$ cat config.mk
export PLATFORM = sky130hd
export DESIGN_NAME = multicycle_ctrl
export DESIGN_NICKNAME = d
export VERILOG_FILES = /design/src/rtl/multicycle_ctrl_pkg.sv /design/src/rtl/multicycle_ctrl_instr_decode.sv /design/src/rtl/multicycle_ctrl.sv
export SDC_FILE = /design/constraint.sdc
export NUM_CORES = 1
export LEC_CHECK = 0
export BUFFER_PORTS_ARGS = -buffer_cell sky130_fd_sc_hd__buf_2
export CORE_MARGIN = 3
export CORE_UTILIZATION = 36
export DETAILED_ROUTE_END_ITERATION = 10
export GPL_TIMING_DRIVEN = 0
export SYNTH_ARGS = -nofsm -noshare
export SYNTH_HDL_FRONTEND = slang
export SYNTH_SLANG_ARGS = --single-unit
$ cat constraint.sdc
create_clock -name clk -period 4.6 [get_ports clk]
set_input_delay 0.92 -clock clk [delete_from_list [all_inputs] [get_ports clk]]
set_output_delay 0.92 -clock clk [all_outputs]
set_load 0.02 [all_outputs]
$ cat src/rtl/multicycle_ctrl_pkg.sv
// Shared constants for the multicycle controller: opcode map, FSM state encoding and the ALU
// operation code used for address generation.
package multicycle_ctrl_pkg;

    localparam int unsigned OPCODE_W = 4;

    localparam logic [OPCODE_W-1:0] OP_ALU  = 4'h0;
    localparam logic [OPCODE_W-1:0] OP_LW   = 4'h1;
    localparam logic [OPCODE_W-1:0] OP_SW   = 4'h2;
    localparam logic [OPCODE_W-1:0] OP_BEQ  = 4'h3;
    localparam logic [OPCODE_W-1:0] OP_HALT = 4'hF;

    // ALU code that makes the external ALU add; used for rs+imm address generation.
    localparam int unsigned ALU_ADD = 0;

    typedef enum logic [2:0] {
        StIdle,
        StFetch,
        StDecode,
        StExec,
        StMem,
        StWb,
        StHalt
    } state_e;

endpackage

$ cat src/rtl/multicycle_ctrl_instr_decode.sv
// Combinational field extraction and opcode legality check for the instruction register.
module multicycle_ctrl_instr_decode
    import multicycle_ctrl_pkg::*;
#(
    parameter int unsigned DATA_W  = 32,
    parameter int unsigned RA_W    = 2,
    parameter int unsigned ALUOP_W = 4
) (
    input  logic [DATA_W-1:0]  i_instr,
    output logic [RA_W-1:0]    o_rs,
    output logic [RA_W-1:0]    o_rt,
    output logic [RA_W-1:0]    o_rd,
    output logic [ALUOP_W-1:0] o_funct,
    output logic [DATA_W-1:0]  o_imm,
    output logic               o_is_alu,
    output logic               o_is_lw,
    output logic               o_is_sw,
    output logic               o_is_beq,
    output logic               o_is_halt,
    output logic               o_illegal
);

    localparam int unsigned RS_HI = DATA_W - OPCODE_W - 1;
    localparam int unsigned RT_HI = RS_HI - RA_W;
    localparam int unsigned RD_HI = RT_HI - RA_W;
    localparam int          GAP_HI = int'(RD_HI) - int'(RA_W);

    logic [OPCODE_W-1:0] w_opcode;

    assign w_opcode = i_instr[DATA_W-1 -: OPCODE_W];
    assign o_rs     = i_instr[RS_HI -: RA_W];
    assign o_rt     = i_instr[RT_HI -: RA_W];
    assign o_rd     = i_instr[RD_HI -: RA_W];
    assign o_funct  = i_instr[ALUOP_W-1:0];
    assign o_imm    = DATA_W'($signed(i_instr[15:0]));

    assign o_is_alu  = (w_opcode == OP_ALU);
    assign o_is_lw   = (w_opcode == OP_LW);
    assign o_is_sw   = (w_opcode == OP_SW);
    assign o_is_beq  = (w_opcode == OP_BEQ);
    assign o_is_halt = (w_opcode == OP_HALT);
    assign o_illegal = ~(o_is_alu | o_is_lw | o_is_sw | o_is_beq | o_is_halt);

    // Bits between rd and the immediate carry no meaning in this ISA.
    if (GAP_HI >= 16) begin : g_gap
        logic w_unused_gap;
        assign w_unused_gap = ^i_instr[GAP_HI:16];
    end

endmodule

$ cat src/rtl/multicycle_ctrl.sv
// Multicycle controller: sequences fetch/decode/execute/memory/writeback for a small ISA,
// steering an external register bank, ALU and memory.
module multicycle_ctrl
    import multicycle_ctrl_pkg::*;
#(
    parameter int unsigned DATA_W  = 32,
    parameter int unsigned RA_W    = 2,
    parameter int unsigned ALUOP_W = 4
) (
    input  logic               clk,
    input  logic               rst_n,
    input  logic               start,
    output logic               busy,
    output logic               halted,
    output logic               illegal,
    output logic [DATA_W-1:0]  pc,
    input  logic [DATA_W-1:0]  instr,
    output logic               mem_en,
    output logic               mem_rw,
    output logic [DATA_W-1:0]  mem_addr,
    output logic [DATA_W-1:0]  mem_wdata,
    input  logic [DATA_W-1:0]  mem_rdata,
    input  logic               mem_ready,
    output logic               reg_we,
    output logic [RA_W-1:0]    reg_wa,
    output logic [RA_W-1:0]    reg_ra1,
    output logic [RA_W-1:0]    reg_ra2,
    output logic [DATA_W-1:0]  reg_wd,
    input  logic [DATA_W-1:0]  reg_rd1,
    input  logic [DATA_W-1:0]  reg_rd2,
    output logic [DATA_W-1:0]  alu_a,
    output logic [DATA_W-1:0]  alu_b,
    output logic [ALUOP_W-1:0] alu_op,
    input  logic [DATA_W-1:0]  alu_y
);

    state_e r_state, w_state_nxt;

    logic [DATA_W-1:0]  r_pc, r_ir, r_a, r_b, r_result, r_addr;
    logic               r_illegal;

    logic [RA_W-1:0]    w_rs, w_rt, w_rd;
    logic [ALUOP_W-1:0] w_funct;
    logic [DATA_W-1:0]  w_imm, w_pc_inc, w_pc_br;
    logic               w_is_alu, w_is_lw, w_is_sw, w_is_beq, w_is_halt, w_illegal;

    multicycle_ctrl_instr_decode #(
        .DATA_W (DATA_W),
        .RA_W   (RA_W),
        .ALUOP_W(ALUOP_W)
    ) u_decode (
        .i_instr  (r_ir),
        .o_rs     (w_rs),
        .o_rt     (w_rt),
        .o_rd     (w_rd),
        .o_funct  (w_funct),
        .o_imm    (w_imm),
        .o_is_alu (w_is_alu),
        .o_is_lw  (w_is_lw),
        .o_is_sw  (w_is_sw),
        .o_is_beq (w_is_beq),
        .o_is_halt(w_is_halt),
        .o_illegal(w_illegal)
    );

    assign w_pc_inc = r_pc + DATA_W'(4);
    assign w_pc_br  = w_pc_inc + (w_imm << 2);

    always_ff @(posedge clk or negedge rst_n) begin
        if (!rst_n) begin
            r_state <= StIdle;
        end else begin
            r_state <= w_state_nxt;
        end
    end

    always_comb begin
        w_state_nxt = r_state;
        busy        = 1'b0;
        mem_en      = 1'b0;
        mem_rw      = 1'b0;
        mem_wdata   = '0;
        reg_we      = 1'b0;
        alu_a       = '0;
        alu_b       = '0;
        alu_op      = '0;
        case (r_state)
            StIdle: begin
                if (start) w_state_nxt = StFetch;
            end
            StFetch: begin
                busy        = 1'b1;
                w_state_nxt = StDecode;
            end
            StDecode: begin
                busy        = 1'b1;
                w_state_nxt = (w_is_halt || w_illegal) ? StHalt : StExec;
            end
            StExec: begin
                busy  = 1'b1;
                alu_a = r_a;
                if (w_is_alu) begin
                    alu_b       = r_b;
                    alu_op      = w_funct;
                    w_state_nxt = StWb;
                end else if (w_is_lw || w_is_sw) begin
                    alu_b       = w_imm;
                    alu_op      = ALUOP_W'(ALU_ADD);
                    w_state_nxt = StMem;
                end else begin
                    w_state_nxt = StFetch;
                end
            end
            StMem: begin
                busy   = 1'b1;
                mem_en = 1'b1;
                if (w_is_sw) begin
                    mem_rw    = 1'b1;
                    mem_wdata = r_b;
                end
                if (mem_ready) w_state_nxt = w_is_sw ? StFetch : StWb;
            end
            StWb: begin
                busy        = 1'b1;
                reg_we      = 1'b1;
                w_state_nxt = StFetch;
            end
            StHalt: begin
                w_state_nxt = StHalt;
            end
            default: begin
                w_state_nxt = StIdle;
            end
        endcase
    end

    always_ff @(posedge clk or negedge rst_n) begin
        if (!rst_n) begin
            r_pc      <= '0;
            r_ir      <= '0;
            r_a       <= '0;
            r_b       <= '0;
            r_result  <= '0;
            r_addr    <= '0;
            r_illegal <= 1'b0;
        end else begin
            case (r_state)
                StIdle: begin
                    if (start) r_pc <= '0;
                end
                StFetch: begin
                    r_ir <= instr;
                end
                StDecode: begin
                    r_a <= reg_rd1;
                    r_b <= reg_rd2;
                    if (w_illegal) r_illegal <= 1'b1;
                end
                StExec: begin
                    if (w_is_alu) begin
                        r_result <= alu_y;
                    end else if (w_is_lw || w_is_sw) begin
                        r_addr <= alu_y;
                    end else if (w_is_beq) begin
                        r_pc <= (r_a == r_b) ? w_pc_br : w_pc_inc;
                    end
                end
                StMem: begin
                    // Loads advance pc in writeback, stores at transfer completion.
                    if (mem_ready) begin
                        if (w_is_sw) r_pc <= w_pc_inc;
                        else         r_result <= mem_rdata;
                    end
                end
                StWb: begin
                    r_pc <= w_pc_inc;
                end
                default: begin
                end
            endcase
        end
    end

    assign halted   = (r_state == StHalt);
    assign illegal  = r_illegal;
    assign pc       = r_pc;
    assign mem_addr = r_addr;
    assign reg_ra1  = w_rs;
    assign reg_ra2  = w_rt;
    assign reg_wa   = w_rd;
    assign reg_wd   = r_result;

endmodule

==> impl_metrics.ini <==
[outcome]
status = complete, no violations

[placement]
place.gp.congestion = 0.947
place_hpwl_mm = 31.0
placed_area_sq_um = 13600
port_buffers = 363

[clocking]
clockBufferDepth = 2
cts_tree = built
clock_sinks = 188
root_buffer = clkbuf_16
cts_buffers = 17
clk_pin_slew_ns = 0.07
htree_levels = 4
ctsHoldBuffers = 0
clk_latency_ns = 0.45

[timing]
rsz0062_at_grt = yes
whs_ns = 0.456
fin_skew_ns = 0.00961
hold_viol_final = 0
min_period_ns = 4.52
drv_slew = 0
max_slew_margin = 0.318
setup_viol = 0
worst-slew-pin-transition_ns = 1.02
fmax_ghz = 0.221
period_share = 0.983

[route]
totalWireLength_mm = 39.7
post_drt_via_cell_ratio = 5.26
ant_nets = 0
vias = 10600
drc = 0
drt_iter0_drc = 648
first_pass_iters = 5
wl_per_cell_um = 19.8

[floorplanning]
die_w_um = 183
core_area_sq_um = 30700
die_area_sq_um = 33500
io-pin-count = 372
die_h_um = 183
rows = 64
start_util = 0.367

[worst_setup_path]
cp_cell_sequence = ha_4, nand3_2, or4_1, buf_2, or2_4, or3_4, nor2_2, xnor2_1, ha_2, a21o_1, a21o_1, a21oi_2, mux2_2, o311ai_0, nor3b_2, nor3_1, a311o_1
critPathMostFrequentCell = a21o_1
max_stage_delay_ns = 0.50
cp.required_ns = 4.93
crit_buf_inv = 1
path_max_fanout = 7
startpoint_type = register
end_kind = register
cp_slowest_cell = or4_1
crit_family = simple AND/OR/NAND/NOR gates
critPathKind = register to register
cp.arrival_ns = 4.86

[synth]
synth_adder_area_share = 0.0406
synth.distinct_cells = 67
synthCells = 1208
synthMuxAreaShare = 0.121
synth.avg_cell_area_sq_um = 9.33
synth_seq_cells = 188
synthArstFlopShare = 1.00
synth_xor_xnor_area_share = 0.0629
yosysTopAreaCellShare = 0.417
synth_compound_area_frac = 0.135
ys_seq_area_frac = 0.417
yosys.area.top_type = dfrtp_1
synth_edf_count = 0
synthFlopType = dfrtp_1
synth_warnings = 0
synth_area_leaders = dfrtp_1 42%, mux2_2 9.0%, nand2_1 5.2%
syn-cell-area_sq_um = 11300
synthSimpleGateAreaFrac = 0.189
synth_top_family_by_area = simple AND/OR/NAND/NOR gates

[power]
vdd_drop_max_uv = 372
p_per_area_nw_per_um2 = 649
p_leak_nw = 6.88

[finish]
final_layout_size_suffix_gt1_frac = 0.327
final_common_cell = buf_2
syn_to_final_growth_pct = 26.7
mostFrequentLayoutCells = 367 x buf_2, 187 x dfrtp_1, 156 x nand2_1
design_area_sq_um = 14300
final_nets = 1793
fillCellCount = 3057

[grt]
gr-usage-all-layers = 0.233
grt_max_degree = 107
grt_pass1_wl_mm = 60.2
grt_pass1_vias = 10300
grt-ovfl-total = 0
grt_antenna_before_repair = 9

[run]
drv_cap = 0

[min_path]
hp-class = input pin to async pin
## worst paths after layout
kind                                           from             endpoint  slack, ns  cells after the start
worst max-delay path              pc[2]$_DFFE_PN0P_   pc[31]$_DFFE_PN0P_       0.08                     17
worst min-delay path                          rst_n    pc[9]$_DFFE_PN0P_       0.46                      1
worst max register to register    pc[2]$_DFFE_PN0P_   pc[31]$_DFFE_PN0P_       0.08                     17
worst min register to register  illegal$_DFFE_PN0P_  illegal$_DFFE_PN0P_       0.46                      1
max in group asynchronous                     rst_n   r_b[0]$_DFFE_PN0P_       3.14                      2
min in group clk                illegal$_DFFE_PN0P_  illegal$_DFFE_PN0P_       0.46                      1
## area by class of cell
type                            instances  area [sq um]  area share
Inverter                               20          75.1     0.00525
Tap cell                              396           495      0.0347
Clock inverter                         12           124     0.00867
Multi-Input combinational cell        928          6240       0.437
Sequential cell                       188          4710       0.329
Antenna cell                            4          10.0    0.000701
Clock buffer                           20           467      0.0327
Timing Repair Buffer                  365          1860       0.130
Buffer                                 73           310      0.0217
## logic make-up (layout without fill, tap and decap cells)
group	Yosys count	count (layout)
AO/OA/AOI/OAI	239	239
flip-flops	188	188
multiplexers	125	125
buffers and inverters	93	490
adder cells (fa/ha/maj)	36	36
XOR/XNOR	81	81
other	1	6
AND/OR/NAND/NOR	445	445
## flip-flops by register name (all words and copies together) (netlist names)
| signal | cells |
|---|---|
| pc | 30 |
| reg_wd | 32 |
| r_b | 32 |
| r_state | 3 |
| r_a | 32 |
| illegal | 1 |
| mem_addr | 32 |
| r_ir | 26 |
## synth_stat cells, types with 35 or more instances
master,number
nand2_1,156
nor2_1,104
dfrtp_1,188
ha_1,35
mux2i_1,35
a21oi_1,86
clkbuf_1,57
xor2_1,51
o21ai_0,41
and2_1,71
mux2_2,90
## power by group
group	switching [mW]	internal [mW]	total [mW]
registers	0.670	2.39	3.06
clock network	0.713	0.806	1.52
logic	2.85	1.84	4.70
total	4.24	5.04	9.28
## stage by stage
| stage | total power, mW | utilization | setup slack [ns] | TNS, ns | std cells |
|---|---|---|---|---|---|
| floorplan | 6.13 | - | 0.335 | 0 | 1209 |
| global placement | 7.68 | 0.442 | -0.805 | -147.12 | 1968 |
| detailed placement | 7.76 | 0.443 | -0.164 | -0.164 | 1969 |
| CTS | 9.32 | 0.463 | -0.0905 | -0.0905 | 2001 |
| global route | 9.93 | 0.465 | -0.0398 | -0.0424 | 2005 |
| finish | 9.28 | 0.465 | 0.0760 | 0 | 2006 |
## routing by layer
layer / GRT usage / up-vias / share of wire / wire length, um
met5: 0 / - / 0.00073 / 29
met4: 0.0716 / 6 / 0.023 / 896
met3: 0.0613 / 57 / 0.074 / 2950
met2: 0.386 / 393 / 0.47 / 18800
met1: 0.301 / 5099 / 0.43 / 17100
li1: - / 5003 / - / -
## what timing repair did
action                                  CTS  global route
pin swaps                                 0             3
buffers inserted                          0             1
endpoints found under the setup margin    9             5
resized for setup                         2            11
(Power assumes the default switching activity.)
